$ cat src/rtl/seq_pkg.sv
// Shared definitions for the sequence generator: program codes, FSM state
// encoding, widths, seeds and the per-step helper functions.
package seq_pkg;

    localparam int unsigned DATA_W = 16;
    localparam int unsigned PROG_W = 3;
    localparam int unsigned MODE_W = 2;
    localparam int unsigned STEP_W = 3;

    localparam logic [PROG_W-1:0] P_UP   = 3'd0;
    localparam logic [PROG_W-1:0] P_DOWN = 3'd1;
    localparam logic [PROG_W-1:0] P_FIB  = 3'd2;
    localparam logic [PROG_W-1:0] P_LFSR = 3'd3;
    localparam logic [PROG_W-1:0] P_GRAY = 3'd4;
    localparam logic [PROG_W-1:0] P_WALK = 3'd5;

    localparam logic [DATA_W-1:0] LFSR_SEED = 16'hACE1;

    typedef enum logic [1:0] {
        S_IDLE = 2'd0,
        S_RUN  = 2'd1,
        S_DONE = 2'd2
    } state_t;

    // Index of the last tick in a step period: rate code m steps every 2^m ticks.
    function automatic logic [STEP_W-1:0] rate_last(input logic [MODE_W-1:0] mode);
        case (mode)
            2'd0:    return 3'd0;
            2'd1:    return 3'd1;
            2'd2:    return 3'd3;
            default: return 3'd7;
        endcase
    endfunction

    // Value shown on data_2 right after a start.
    function automatic logic [DATA_W-1:0] seed_of(input logic [PROG_W-1:0] p);
        case (p)
            P_DOWN:  return 16'hFFFF;
            P_LFSR:  return LFSR_SEED;
            P_WALK:  return 16'h0001;
            default: return 16'h0000;
        endcase
    endfunction

    // Fibonacci-form LFSR, taps 16,14,13,11, shifting right.
    function automatic logic [DATA_W-1:0] lfsr_next(input logic [DATA_W-1:0] d);
        return {d[0] ^ d[2] ^ d[3] ^ d[5], d[15:1]};
    endfunction

    function automatic logic [DATA_W-1:0] gray_code(input logic [DATA_W-1:0] c);
        return c ^ (c >> 1);
    endfunction

endpackage

$ cat src/rtl/tick_div.sv
// Base-rate divider: counts 0..DIV-1 while enabled and pulses tick for one
// cycle at the DIV-1 count. tick is registered (decoded one count early).
// Ports: clk, rst (async active-low), en (count enable), clr (sync clear,
// wins over en), tick (one-cycle pulse).
module tick_div #(
    parameter int unsigned DIV = 100_000_000
) (
    input  logic clk,
    input  logic rst,
    input  logic en,
    input  logic clr,
    output logic tick
);

    localparam int unsigned CW = (DIV > 2) ? $clog2(DIV) : 1;

    logic [CW-1:0] cnt;

    // Divider count and early-decoded tick register.
    always_ff @(posedge clk or negedge rst) begin
        if (!rst) begin
            cnt  <= '0;
            tick <= 1'b0;
        end else if (clr) begin
            cnt  <= '0;
            tick <= 1'b0;
        end else if (en) begin
            cnt  <= (cnt == CW'(DIV - 1)) ? '0 : cnt + CW'(1);
            tick <= (cnt == CW'(DIV - 2));
        end else begin
            tick <= 1'b0;
        end
    end

endmodule

$ cat src/rtl/seq_gen.sv
// Sequence generator feeding the eight-digit display mapper. A start pulse
// latches a program and rate code, then the selected sequence advances on
// every 2^modules-th divider tick until stopped or (Fibonacci) exhausted.
// Ports: clk; rst (async active-low); start/stop (one-cycle requests);
// prog_in/mode_in (sampled on start); prog/modules (latched program and
// rate); data_2 (current value); busy (RUN); done (DONE); err (reserved
// program requested).
module seq_gen
    import seq_pkg::*;
#(
    parameter int unsigned DIV = 100_000_000
) (
    input  logic              clk,
    input  logic              rst,
    input  logic              start,
    input  logic              stop,
    input  logic [PROG_W-1:0] prog_in,
    input  logic [MODE_W-1:0] mode_in,
    output logic [PROG_W-1:0] prog,
    output logic [MODE_W-1:0] modules,
    output logic [DATA_W-1:0] data_2,
    output logic              busy,
    output logic              done,
    output logic              err
);

    state_t            state, state_nxt;
    logic [PROG_W-1:0] prog_nxt;
    logic [MODE_W-1:0] modules_nxt;
    logic [DATA_W-1:0] data_nxt;
    logic              busy_nxt, done_nxt, err_nxt;
    logic [STEP_W-1:0] step_cnt, step_cnt_nxt;
    logic [DATA_W-1:0] fib_b, fib_b_nxt;
    logic              fib_ovf, fib_ovf_nxt;
    logic [DATA_W-1:0] gray_cnt, gray_cnt_nxt;

    logic              tick;
    logic              run;
    logic              load;
    logic              reject;
    logic [DATA_W:0]   fib_sum;
    logic [DATA_W-1:0] gray_inc;

    // stop masks start entirely; a start is then either accepted or rejected.
    assign run      = (state == S_RUN);
    assign load     = start && !stop && (prog_in <= P_WALK);
    assign reject   = start && !stop && (prog_in > P_WALK);
    assign fib_sum  = {1'b0, data_2} + {1'b0, fib_b};
    assign gray_inc = gray_cnt + DATA_W'(1);

    tick_div #(
        .DIV (DIV)
    ) u_tick_div (
        .clk  (clk),
        .rst  (rst),
        .en   (run),
        .clr  (load),
        .tick (tick)
    );

    // Next-state and next-output decode.
    always_comb begin
        state_nxt    = state;
        prog_nxt     = prog;
        modules_nxt  = modules;
        data_nxt     = data_2;
        err_nxt      = err;
        step_cnt_nxt = step_cnt;
        fib_b_nxt    = fib_b;
        fib_ovf_nxt  = fib_ovf;
        gray_cnt_nxt = gray_cnt;

        if (stop) begin
            if (run) state_nxt = S_IDLE;
        end else if (load) begin
            state_nxt    = S_RUN;
            prog_nxt     = prog_in;
            modules_nxt  = mode_in;
            data_nxt     = seed_of(prog_in);
            err_nxt      = 1'b0;
            step_cnt_nxt = '0;
            fib_b_nxt    = DATA_W'(1);
            fib_ovf_nxt  = 1'b0;
            gray_cnt_nxt = '0;
        end else if (reject) begin
            state_nxt = S_IDLE;
            err_nxt   = 1'b1;
        end else if (run && tick) begin
            step_cnt_nxt = step_cnt + STEP_W'(1);
            if (step_cnt == rate_last(modules)) begin
                step_cnt_nxt = '0;
                case (prog)
                    P_UP:   data_nxt = data_2 + DATA_W'(1);
                    P_DOWN: data_nxt = data_2 - DATA_W'(1);
                    P_FIB: begin
                        // An overflowing b is still exposed once; the attempt
                        // after that ends the run on the last valid value.
                        if (fib_ovf) begin
                            state_nxt = S_DONE;
                        end else begin
                            data_nxt    = fib_b;
                            fib_b_nxt   = fib_sum[DATA_W-1:0];
                            fib_ovf_nxt = fib_sum[DATA_W];
                        end
                    end
                    P_LFSR: data_nxt = lfsr_next(data_2);
                    P_GRAY: begin
                        gray_cnt_nxt = gray_inc;
                        data_nxt     = gray_code(gray_inc);
                    end
                    P_WALK:  data_nxt = {data_2[DATA_W-2:0], data_2[DATA_W-1]};
                    default: data_nxt = data_2;
                endcase
            end
        end

        busy_nxt = (state_nxt == S_RUN);
        done_nxt = (state_nxt == S_DONE);
    end

    // State and registered outputs.
    always_ff @(posedge clk or negedge rst) begin
        if (!rst) begin
            state    <= S_IDLE;
            prog     <= '0;
            modules  <= '0;
            data_2   <= '0;
            busy     <= 1'b0;
            done     <= 1'b0;
            err      <= 1'b0;
            step_cnt <= '0;
            fib_b    <= '0;
            fib_ovf  <= 1'b0;
            gray_cnt <= '0;
        end else begin
            state    <= state_nxt;
            prog     <= prog_nxt;
            modules  <= modules_nxt;
            data_2   <= data_nxt;
            busy     <= busy_nxt;
            done     <= done_nxt;
            err      <= err_nxt;
            step_cnt <= step_cnt_nxt;
            fib_b    <= fib_b_nxt;
            fib_ovf  <= fib_ovf_nxt;
            gray_cnt <= gray_cnt_nxt;
        end
    end

endmodule

$ cat config.mk
export PLATFORM = sky130hd
export DESIGN_NAME = seq_gen
export DESIGN_NICKNAME = d
export VERILOG_FILES = /design/src/rtl/seq_pkg.sv /design/src/rtl/tick_div.sv /design/src/rtl/seq_gen.sv
export SDC_FILE = /design/constraint.sdc
export NUM_CORES = 1
export LEC_CHECK = 0
export BUFFER_PORTS_ARGS = -buffer_cell sky130_fd_sc_hd__buf_2
export CORE_ASPECT_RATIO = 1.1
export CORE_MARGIN = 2
export CORE_UTILIZATION = 50
export DETAILED_ROUTE_END_ITERATION = 16
export MAX_ROUTING_LAYER = met4
export PLACE_DENSITY = 0.67
export SLEW_MARGIN = 40
export SYNTH_ARGS = -nofsm -noshare
export SYNTH_HDL_FRONTEND = slang
export SYNTH_SLANG_ARGS = --single-unit
$ cat constraint.sdc
create_clock -name clk -period 2.75 [get_ports clk]
set_input_delay 0.4125 -clock clk [delete_from_list [all_inputs] [get_ports clk]]
set_output_delay 0.4125 -clock clk [all_outputs]
set_load 0.05 [all_outputs]
-- Word-level counts from Yosys, hierarchy flattened
Cells that the tools add are included.
- output and inout port bits: 24
- bits in latches: 0
- input bits: 9
- word-level logic and storage cells: 114
- register bits: 90
- RAM bits: 0
- memory bits (read-only): 0
- memories kept: 0
- reductions and logical operators: 21
- bitwise logic cells: 5
- equal/unequal tests: 19
- shift-type cells: 0
- $add $sub $neg: 6
- magnitude comparators: 2
- multipliers: 0
- div/mod/pow operators: 0
- multiplexer cells: 48
- operators with widths (kind ; count):
    $mux 16 ; 16
    $pmux 16 s6 ; 1
    $mux 27 ; 3
    $eq 27x27->1 const B ; 2
    $pmux 16 s3 ; 1
    $add 16x1->16 const B ; 2
    $add 27x1->27 const B ; 1
    $mux 3 ; 8
    $add 16x16->17 ; 1
    $mux 2 ; 8
    $sub 16x1->16 const B ; 1
    $xor 16x15->16 ; 1
    $reduce_and 6->1 ; 2
    $reduce_bool 2->1 ; 6
    $mux 1 ; 10
    $reduce_and 5->1 ; 2
    $eq 3x2->1 const B ; 3
    $eq 3x3->1 const B ; 3
    $pmux 3 s3 ; 1
    $reduce_bool 7->1 ; 1
    $eq 2x1->1 const B ; 3
    $eq 3x1->1 const B ; 2
    $eq 2x2->1 const B ; 2
    $logic_and 1x1->1 ; 4
    14 further kinds ; 17

-- Logic depth before layout (Yosys ltp)
- depth in word-level cells: 13
- depth in mapped cells: 11
- mapped depth without buffers: 10

-- Modules after synthesis
From an unflattened synthesis, not the netlist that was laid out.
- cell total of the unflattened synthesis: 830
- area total of the unflattened synthesis: 6886.6 µm²
- modules (own cells, without submodules) (module ; area each (µm²) ; cells each ; times used ; seq. area each (µm²)):
    seq_gen ; 5146.2 ; 631 ; 1 ; 1551.5
    tick_div ; 1740.4 ; 199 ; 1 ; 700.7

-- Least setup slack after synthesis
OpenSTA, ideal clock, no wires.
- kind: reg2reg
- start point: register prog[1]
- end point: register data_2[4]
- required time: 2631 ps
- cell stages (with the launch flop): 11
- data arrival time: 2634 ps
- buffers on the path: 1
- setup slack: -3 ps
- clock period less this slack: 2753 ps
- cell sequence: dfrtp_1 > clkbuf_1 > nor3b_2 > xnor2_1 > ha_1 > or3_1 > o31ai_1 > xnor2_1 > o221ai_1 > a21oi_1 > nor2_1
- longest elaborated chain between the ends: 6
- RTL lines (element ; line ; text):
    start: declaration ; seq_gen.sv:19 ; output logic [PROG_W-1:0] prog,
    start signal: assignment ; seq_gen.sv:137 ; prog <= prog_nxt;
    $eq 3x3->1, or another cell as far along ; seq_gen.sv:92 ; case (prog)
    $pmux 16 s6 ; seq_gen.sv:92 ;
    $mux 16 ; seq_gen.sv:90 ; if (step_cnt == rate_last(modules)) begin
    $mux 16 ; seq_gen.sv:88 ; end else if (run && tick) begin
    $mux 16 ; seq_gen.sv:85 ; end else if (reject) begin
    $mux 16 ; seq_gen.sv:75 ; end else if (load) begin
    end signal: assignment ; seq_gen.sv:139 ; data_2 <= data_nxt;
    end: declaration ; seq_gen.sv:21 ; output logic [DATA_W-1:0] data_2,
Several ways; a longest one is shown, not always the timed one. The select of a mux whose other input is x is not followed.
A chain may end at the register's enable or synchronous reset.

-- Worst setup path in the final report
- start point: register u_tick_div.cnt[8]
- end point: register u_tick_div.cnt[24]
- longest elaborated chain between the ends: 4
- RTL lines (element ; line ; text):
    start: declaration ; tick_div.sv:17 ; logic [CW-1:0] cnt;
    start signal: assignment ; tick_div.sv:28 ; cnt <= (cnt == CW'(DIV - 1)) ? '0 : cnt + CW'(1);
    $add 27x1->27 or $eq 27x27->1 (tied branches) ; tick_div.sv:28 ;
    $mux 27 * ; tick_div.sv:28 ;
    $mux 27 * ; tick_div.sv:27 ; end else if (en) begin
    $mux 27 * ; tick_div.sv:24 ; end else if (clr) begin
Every way passes the cells marked *; elsewhere a longest branch is shown, timed or not. The select of a mux whose other input is x is not followed.

==> results by group <==
Run status
  • Status: complete, no violations

Flow run
  • Max Cap Viol: 0

Yosys
  • Post-synth EDFFs: 0
  • Synth top area cells: dfrtp_1 (34%), o21ai_0 (5.9%), nand2_1 (5.9%), xnor2_1 (5.7%), ha_1 (4.0%)
  • Share of the synthesized area in the top cell type: 0.342
  • Synth top cells by count: nand2_1 (104), dfrtp_1 (90), o21ai_0 (78), nor2_1 (63), clkbuf_1 (51)
  • Mapped Avg Cell Area: 8.11 sq um
  • Mapped Cells: 811
  • Cell taking the most area after synthesis: dfrtp_1
  • Post-Syn Area: 0.00658 sq mm
  • Ys flop type: dfrtp_1
  • FF+latch count, synth: 90
  • Asr flop ratio synth: 1.00
  • Most frequent cell after synthesis: nand2_1
  • Number of library cell types mapped by synthesis: 69
  • Sequential fraction of the synthesis area: 0.342
  • Syn_nets: 842
  • YS warnings: 0

STA
  • Tcrit/Tclk final: 0.950
  • Worst Tran Pin Value: 0.707 ns
  • Final hold vios: 0
  • RSZ-0062 raised after global routing: no
  • Clk_skew: 0.0102 ns
  • Setup violators final: 0
  • Rel. slew slack: 0.527
  • Max Fclk: 383 MHz
  • Min Tclk post-route: 2.61 ns
  • Final WS setup: 0.137 ns
  • Fin. max-slew vios: 0
  • Final TNS setup: 0 ns

Global route
  • Congestion Overflow GR: 0
  • Initial antenna violation count: 0
  • Number of global-route vias before repair: 5984
  • Largest net degree at the start of global routing: 48
  • Global-route wire length before repair: 31100 um
  • GRT Util Overall: 0.283

Place
  • Pre-CTS setup slack: 0.164 ns
  • DP Wirelength: 14000 um
  • Dpl cell area: 0.00710 sq mm
  • IO buf count: 32
  • Routability cong.: 0.993

Setup path
  • Critical path type: reg -> reg
  • Arrival time worst endpoint: 2.85 ns
  • Nature of the critical path endpoint: flop
  • CP Data Required Time: 2.98 ns
  • FF-to-FF path depth: 7
  • CP max FO: 8
  • CP Launch Type: flop

Clock tree
  • Htree depth: 3
  • CTS Root Cell: clkbuf_16
  • Post-CTS Setup Inserts: 0
  • Clk slew on worst S/H paths: 0.07 ns
  • CTS max path bufs: 2
  • Latest clock arrival within the worst-skew pair: 0.35 ns
  • Hold buffer count at cts: 0
  • TritonCTS clock tree: yes
  • CTS sink cnt: 90
  • CTS Buf Count: 9

Floorplan
  • Die width: 113 um
  • Initial core utilization: 0.516
  • Die area: 0.0141 sq mm
  • CORE AREA: 0.0128 sq mm
  • DIE HEIGHT: 124 um
  • Site Rows: 43
  • # IOs: 33

Layout
  • Fraction of layout cells with a size suffix above 1: 0.132
  • Nets: 876
  • Design area: 0.00739 sq mm
  • Final antenna diode count: 0
  • Area Growth Syn to Fin: 12.3%

Drt
  • Total wire length: 19100 um
  • Mean number of vias per cell: 6.31
  • DRT iter0 DRCs: 628
  • First-pass detailed-route iteration total: 8
  • Wire per inst: 18.9 um
  • Detail Route Antenna Nets: 0
  • Via count: 6354
  • Drt drc: 0

Power
  • Design internal power: 3.32 mW
  • Switching pwr: 2.80 mW
  • Power Dens Cells: 829 mW/mm^2
  • Sw Ratio: 0.458
  • Leak: 3.11 nW
  • Design Power: 6.12 mW
  • Sequential Power Share: 0.322
  • VDD IR max: 373 uV
  • Comb power frac: 0.479
  • Clock network fraction of total power: 0.199

Worst hold path
  • Worst min path class: in -> async
cells by family (layout without fill, tap and decap cells):
kind of cell / after synthesis / in the layout / share of synthesized area
muxes: 2 / 2 / 0.00342
and+or+nand+nor: 307 / 307 / 0.229
buffers and inverters: 67 / 106 / 0.0403
adders and majority gates: 22 / 22 / 0.0430
AOI/OAI and AO/OA: 257 / 257 / 0.254
DFF: 90 / 90 / 0.342
xor gates and xnor gates: 66 / 66 / 0.0879
per-stage QoR:
step | utilization | hold WS [ns] | cells
floorplan | - | 0.117 | 811
global placement | 0.557 | 0.450 | 991
detailed placement | 0.557 | 0.463 | 991
CTS | 0.579 | 0.0845 | 1007
global route | 0.579 | 0.112 | 1007
finish | 0.579 | 0.0550 | 1007
routing by layer:
layer | up-vias | part of all wire | GRT usage
met4 | 0 | 0.035 | 0.123
met3 | 50 | 0.061 | 0.0350
met2 | 237 | 0.47 | 0.430
met5 | - | 0 | -
met1 | 3026 | 0.43 | 0.382
li1 | 3041 | - | -
final timing paths:
path / start / endpoint / slack (ns)
setup / recovery: u_tick_div.cnt[8] / u_tick_div.cnt[24] / 0.14
hold / removal: rst / data_2[5] / 0.05
setup reg to reg: u_tick_div.cnt[8] / u_tick_div.cnt[24] / 0.14
hold reg to reg: gray_cnt[15] / gray_cnt[15] / 0.50
max in group asynchronous: rst / u_tick_div.cnt[14] / 2.02
min in group clk: mode_in[0] / modules[0] / 0.25
placed cells by master (no fill, tap or decap), drive strengths merged, types with 8 or more instances in the layout:
cell | synthesis | routed
o22ai | 15 | 15
nor3 | 16 | 16
a21oi | 42 | 42
o31ai | 20 | 20
nor2b | 8 | 8
buf | 5 | 79
o21ai | 82 | 82
dfrtp | 90 | 90
nor2 | 65 | 65
xnor2 | 43 | 43
a22oi | 13 | 13
xor2 | 23 | 23
a21o | 16 | 16
ha | 21 | 21
nand2b | 16 | 16
and3 | 11 | 11
inv | 11 | 14
clkbuf | 51 | 9
a31oi | 13 | 13
nand3 | 23 | 23
nand2 | 104 | 104
nand4 | 18 | 18
cell type report:
| class | count | area, sq um |
|---|---|---|
| flip-flops and latches | 90 | 2250 |
| multi-input cells | 654 | 4070 |
| clock buffers | 9 | 225 |
| repair buffers | 79 | 541 |
| well taps | 157 | 196 |
| inverters | 11 | 41.3 |
| clock inverters | 7 | 58.8 |
| fillers | 1162 | 5360 |
sequential cells by signal (all words and copies together), names as in the netlist, 2 cells and up:
register and count:
modules 2, gray_cnt 16, data_2 16, state 2
u_tick_div.cnt 27, prog 3, fib_b 16, step_cnt 3
critical path, stage by stage, from the launching register on:
cell and delay [ns]:
dfrtp_1 0.43, or4_1 0.51, or4_4 0.55, o41ai_4 0.39, or2_1 0.32, o21ai_0 0.15, nand2_1 0.09, o21ai_0 0.07
what timing repair did:
| action | in CTS | in global routing |
|---|---|---|
| gates resized for setup | 0 | 2 |
| setup endpoints to repair | 0 | 6 |
| endpoints found under the hold margin | 0 | 0 |
power groups by stage:
stage | sequential (mW) | clock (mW) | combinational [mW]
after floorplan | 2.13 | 0 | 1.91
after global placement | 1.98 | 0 | 2.83
after detailed placement | 1.99 | 0 | 2.87
after CTS | 1.96 | 1.25 | 2.90
after global routing | 2.00 | 1.31 | 3.22
final | 1.97 | 1.22 | 2.93
Note: power is estimated with default switching activity, not from simulation.
